<file path="src/rtl/keypad_pkg.sv">
// keypad_pkg: shared FSM/frame enums, hex key map and snapshot helpers for the keypad scanner
package keypad_pkg;
  typedef enum logic [1:0] {IDLE, CONFIRM, HELD, RELEASE} state_e;
  typedef enum logic [1:0] {NONE, SINGLE, MULTI} frame_e;
  // Nibble k (k = 4*col + row) holds the hex code of that key
  localparam logic [63:0] KEY_MAP = 64'hDCBA_E963_F852_0741;
  function automatic frame_e classify(input logic [15:0] s);
    return (s == '0) ? NONE : ((s & (s - 16'd1)) == '0) ? SINGLE : MULTI;
  endfunction
  function automatic logic [3:0] key_index(input logic [15:0] s);
    logic [3:0] k;
    k = '0;
    for (int i = 0; i < 16; i++) if (s[i]) k = 4'(i);
    return k;
  endfunction
  function automatic logic [3:0] key_map(input logic [3:0] k);
    return KEY_MAP[{k, 2'b00} +: 4];
  endfunction
endpackage

</file>
<file path="src/rtl/keypad_debounce.sv">
// keypad_debounce: per-frame press/release debounce FSM emitting one accept per physical press
module keypad_debounce
  import keypad_pkg::*;
#(
  parameter int DEBOUNCE = 4
) (
  input  logic        clk,
  input  logic        rst_n,
  input  logic        frame_done,
  input  logic [15:0] snap,
  output logic        accept,
  output logic [3:0]  code,
  output logic        key_valid,
  output logic [3:0]  key_code
);
  localparam int CW = $clog2(DEBOUNCE + 1);
  state_e      state_q, state_d;
  logic [CW-1:0] cnt_q, cnt_d, cnt_inc;
  logic [3:0]  cand_q, cand_d, k;
  logic        key_valid_q, key_valid_d, done_cnt;
  logic [3:0]  key_code_q, key_code_d;
  frame_e      fclass;
  always_comb begin
    fclass   = classify(snap);
    k        = key_index(snap);
    code     = key_map(k);
    cnt_inc  = cnt_q + CW'(1);
    done_cnt = cnt_inc == CW'(DEBOUNCE);
    state_d  = state_q;
    cnt_d    = cnt_q;
    cand_d   = cand_q;
    accept   = 1'b0;
    if (frame_done) begin
      case (state_q)
        IDLE: if (fclass == SINGLE) begin
          cand_d  = k;
          cnt_d   = CW'(1);
          accept  = DEBOUNCE == 1;
          state_d = (DEBOUNCE == 1) ? HELD : CONFIRM;
        end
        CONFIRM: if (fclass == SINGLE && k == cand_q) begin
          cnt_d   = done_cnt ? '0 : cnt_inc;
          accept  = done_cnt;
          state_d = done_cnt ? HELD : CONFIRM;
        end else if (fclass == SINGLE) begin
          cand_d = k;
          cnt_d  = CW'(1);
        end else begin
          cnt_d   = '0;
          state_d = IDLE;
        end
        HELD: if (fclass == NONE) begin
          cnt_d   = CW'(1);
          state_d = (DEBOUNCE == 1) ? IDLE : RELEASE;
        end else begin
          cnt_d = '0;
        end
        RELEASE: if (fclass == NONE) begin
          cnt_d   = done_cnt ? '0 : cnt_inc;
          state_d = done_cnt ? IDLE : RELEASE;
        end else begin
          cnt_d   = '0;
          state_d = HELD;
        end
        default: state_d = IDLE;
      endcase
    end
    key_valid_d = accept;
    key_code_d  = accept ? code : key_code_q;
  end
  always_ff @(posedge clk or negedge rst_n) begin
    if (!rst_n) begin
      state_q     <= IDLE;
      cnt_q       <= '0;
      cand_q      <= '0;
      key_valid_q <= 1'b0;
      key_code_q  <= '0;
    end else begin
      state_q     <= state_d;
      cnt_q       <= cnt_d;
      cand_q      <= cand_d;
      key_valid_q <= key_valid_d;
      key_code_q  <= key_code_d;
    end
  end
  assign key_valid = key_valid_q;
  assign key_code  = key_code_q;
endmodule

</file>
<file path="src/rtl/keypad_scanner.sv">
// keypad_scanner: 4x4 hex keypad column scanner with debounced digit entry into a 16-bit value
module keypad_scanner
  import keypad_pkg::*;
#(
  parameter int SCAN_DIV = 16384,
  parameter int DEBOUNCE = 4
) (
  input  logic        clk,
  input  logic        rst_n,
  input  logic [3:0]  row,
  output logic [3:0]  col,
  output logic        key_valid,
  output logic [3:0]  key_code,
  output logic [15:0] value
);
  localparam int DW = $clog2(SCAN_DIV);
  logic [3:0]    row_s1_q, row_s2_q;
  logic [DW-1:0] div_q, div_d;
  logic [1:0]    col_idx_q, col_idx_d;
  logic [15:0]   snap_q, snap_d, value_q, value_d;
  logic          sample, frame_done, accept;
  logic [3:0]    code;
  always_comb begin
    sample     = div_q == DW'(SCAN_DIV - 1);
    frame_done = sample && col_idx_q == 2'd3;
    div_d      = sample ? '0 : div_q + DW'(1);
    col_idx_d  = col_idx_q + {1'b0, sample};
    snap_d     = snap_q;
    if (sample) snap_d[{col_idx_q, 2'b00} +: 4] = ~row_s2_q;
    value_d    = accept ? {value_q[11:0], code} : value_q;
  end
  always_ff @(posedge clk or negedge rst_n) begin
    if (!rst_n) begin
      row_s1_q  <= 4'hF;
      row_s2_q  <= 4'hF;
      div_q     <= '0;
      col_idx_q <= '0;
      snap_q    <= '0;
      value_q   <= '0;
    end else begin
      row_s1_q  <= row;
      row_s2_q  <= row_s1_q;
      div_q     <= div_d;
      col_idx_q <= col_idx_d;
      snap_q    <= snap_d;
      value_q   <= value_d;
    end
  end
  // The debouncer sees the completed frame including the column 3 sample taken this cycle
  keypad_debounce #(.DEBOUNCE(DEBOUNCE)) u_debounce (
    .clk       (clk),
    .rst_n     (rst_n),
    .frame_done(frame_done),
    .snap      (snap_d),
    .accept    (accept),
    .code      (code),
    .key_valid (key_valid),
    .key_code  (key_code)
  );
  assign col   = ~(4'b0001 << col_idx_q);
  assign value = value_q;
endmodule

</file>
<file path="config.mk">
export PLATFORM = sky130hd
export DESIGN_NAME = keypad_scanner
export DESIGN_NICKNAME = d
export VERILOG_FILES = /design/src/rtl/keypad_pkg.sv /design/src/rtl/keypad_debounce.sv /design/src/rtl/keypad_scanner.sv
export SDC_FILE = /design/constraint.sdc
export NUM_CORES = 1
export LEC_CHECK = 0
export CELL_PAD_IN_SITES_DETAIL_PLACEMENT = 0
export CELL_PAD_IN_SITES_GLOBAL_PLACEMENT = 1
export CORE_MARGIN = 3
export CORE_UTILIZATION = 50
export CTS_CLUSTER_SIZE = 20
export DETAILED_ROUTE_END_ITERATION = 16
export PLACE_DENSITY = 0.93
export REMOVE_ABC_BUFFERS = 1
export SYNTH_ARGS = -nofsm -noshare
export SYNTH_HDL_FRONTEND = slang
export SYNTH_SLANG_ARGS = --single-unit
export TNS_END_PERCENT = 100
</file>
<file path="constraint.sdc">
create_clock -name clk -period 11.3 [get_ports clk]
set_input_delay 2.26 -clock clk [delete_from_list [all_inputs] [get_ports clk]]
set_output_delay 2.26 -clock clk [all_outputs]
set_load 0.02 [all_outputs]
</file>
==> results.py <==
metrics = {
    "grt": {
        "grt_pass1_vias": 2961,
        "grt_first_pass_wirelength_mm": 14.9,
        "antenna_found_initial": 0,
        "grt_usage_pct": 21.6,
        "grt_max_degree": 67,
        "grt_overflow_total": 0,
    },
    "layout": {
        "layout_commonest_cell": "dfrtp_1",
        "most-common-layout-cells": "dfrtp_1 (58), nand2_1 (50), nor2_1 (35)",
        "antennaDiodeCount": 0,
        "layout.cells.non_filler": 529,
        "syn_to_final_growth_pct": 14.0,
        "finish.utilization_pct": 60.5,
        "drive_above_1_share_pct": 18.4,
        "final_nets": 440,
    },
    "synth": {
        "yosysWarningCount": 0,
        "synthesis.area_um2": 3950,
        "muxShareOfSynthArea_pct": 13.3,
        "synth_top_family_by_area": "simple AND/OR/NAND/NOR gates",
        "synth-adder-area-share_pct": 3.11,
        "yosysSeqAreaShare_pct": 42.1,
        "synth_edf_count": 0,
        "avgSynthCellArea_um2": 9.92,
        "yosysTopAreaCellShare_pct": 36.8,
        "synth_ff_type": "dfrtp_1",
        "synth_compound_area_share_pct": 13.3,
        "synth_seq_cells": 66,
        "synth_top_cell_by_area": "dfrtp_1",
        "synth-xor-area-share_pct": 2.44,
        "synth_async_sr_flop_share_pct": 100,
        "synth_cell_type_count": 66,
        "synthSimpleGateAreaFrac_pct": 21.4,
        "synthCells": 398,
        "netlist_top_cells_area": "dfrtp_1 (37%), mux2_2 (5.7%), dfstp_2 (5.3%), nand2_1 (4.8%), mux2_4 (3.8%)",
    },
    "timing": {
        "hold-worst-slack_ns": 0.356,
        "period_share_pct": 42.8,
        "slew_headroom_pct": 37.3,
        "setup_viol": 0,
        "tightestPinTransition_ns": 0.938,
        "rsz0062_at_grt": "false",
        "slew_violations": 0,
        "max_freq_mhz": 207,
        "fin_worst_skew_ns": 0.0110,
        "tns_ns": 0,
        "fin_crit_ns": 4.84,
        "hold_viol_final": 0,
    },
    "cts": {
        "post_cts_resized": 0,
        "clock_latency_ns": 0.35,
        "cts_setup_buffers": 0,
        "cts_sinks": 66,
        "clock-root-buffer": "clkbuf_8",
        "hold_buffers": 0,
        "path_clk_slew_ns": 0.07,
        "htreeDepth": 3,
        "cts_inserted_buffers": 9,
        "cts_tree": "done",
        "cts_buffer_depth": 2,
    },
    "worst_hold_path": {
        "holdPathStages": 0,
        "hold_path_class": "flop to flop",
        "hp-start": "row_s1_q[0]",
        "hold-path-endpoint": "row_s2_q[0]",
    },
    "place": {
        "place_congestion": 0.911,
        "post-place-cells": 513,
        "dp_hpwl_mm": 6.36,
        "portBuffers": 30,
    },
    "critical_path": {
        "start_kind": "flop",
        "crit_type": "flop to flop",
        "r2r_start": "div_q[0]",
        "critPathMaxStageDelay_ns": 0.85,
        "crit_fanout": 16,
        "crit_path_cell_trace": "ha_1, nand4_2, or4_2, mux2i_1, nor4b_1, o32ai_1, a211oi_1, nand4_4, nor3_4, mux2_2",
        "critPathSlowestCell": "or4_2",
        "cp.required_ns": 11.54,
        "critPathCaptureType": "flop",
        "arrival_ns": 5.07,
        "r2r-end": "value[15]",
        "ff2ff_setup_slack_ns": 6.46,
        "rr_worst_depth": 10,
    },
    "route": {
        "routed-via-count": 3082,
        "drc": 0,
        "first_pass_iters": 5,
        "wl_mm": 8.98,
        "ant_nets": 0,
        "wire_per_inst_um": 17.0,
        "viasPerCell": 5.83,
        "drt_iter0_drc": 289,
    },
    "status": {
        "status": "complete, no violations",
    },
    "floorplan": {
        "start_util_pct": 53.0,
        "die_w_um": 94.9,
        "core_um2": 7450,
        "die_h_um": 94.9,
        "ioPinCount": 31,
        "row_count": 31,
        "dieArea_um2": 9000,
    },
    "power": {
        "power.density_nw_per_um2": 104,
        "power_w": 0.000467,
        "peakVddDrop_mv": 0.150,
        "leakagePower_nw": 1.94,
    },
    "flow_run": {
        "cap_violations": 0,
    },
}
cell type report:
| cell class | instances | area, um^2 |
|---|---|---|
| clock inverter | 5 | 78.8 |
| timing repair buffer | 33 | 318 |
| multi-input combinational | 296 | 2120 |
| tap | 99 | 124 |
| inverter | 19 | 71.3 |
| fill | 645 | 2950 |
| clock buffer | 11 | 131 |
| sequential | 66 | 1660 |
report_power, final:
group          internal (W)  switching, W   total [W]
Sequential         0.000239    0.00000290    0.000242
Combinational    0.00000232    0.00000579  0.00000811
Clock              0.000124     0.0000930    0.000217
Total              0.000365      0.000102    0.000467
flip-flops by register name, indices dropped and copies added (netlist names), 2 cells and up:
register            cells
u_debounce.state_q      2
value                  16
row_s2_q                4
u_debounce.cand_q       4
snap_q                 16
u_debounce.cnt_q        3
row_s1_q                4
div_q                  14
col_idx_q               2
worst max-delay path, delay by kind of cell, from the launching register on:
kind,cells,cell delay [ns]
simple gates,5,2.48
mux,2,1.09
compound gates,2,0.53
flops,1,0.39
fa+ha+maj,1,0.23
cells in the mapped netlist, types with 3 or more instances:
master	instances
nand3_1	15
ha_1	9
o211ai_1	4
mux2_4	10
xor2_1	8
mux2_2	20
nand2b_1	3
nor4_2	3
nor2_1	35
or4_2	3
or3_1	3
clkbuf_1	9
dfstp_2	8
inv_1	19
nand4_1	3
dfrtp_1	58
buf_4	4
a21boi_0	3
mux2i_1	15
a211oi_1	4
a21oi_1	15
nand2_1	50
nor4_1	6
o31ai_1	9
o41ai_1	4
o21ai_0	18
or2_2	3
xnor2_1	3
buf_2	3
nor3_1	6
layer usage:
metal	GRT usage (%)	vias to the layer above	part of all wire (%)
li1	-	1497	-
met1	28.9	1476	46
met2	34.1	92	47
met3	4.78	17	5.3
met4	9.01	0	2.4
met5	0	-	0
cells by family after synthesis:
kind of cell / count (synthesis)
flops: 66
xor+xnor: 11
simple gates: 154
fa+ha+maj: 10
mux: 45
compound gates: 76
buf+inv: 36
metrics by stage:
step                setup WS, ns  area, um^2
floorplan                   7.04        3850
global placement            6.68        4290
detailed placement          6.54        4290
CTS                         6.49        4500
global route                6.01        4500
finish                      6.46        4500
how the worst max path moves through the flow:
stage,from,to,slack (ns),cells past startpoint
CTS,div_q[0],value[15],6.49,10
global route,col_idx_q[0],value[0],6.01,11
global placement,div_q[0],value[3],6.68,10
finish,div_q[0],value[15],6.46,10
floorplan,div_q[0],value[0],7.04,10
detailed placement,div_q[0],value[3],6.54,10
Power figures use the tool's default switching activity.
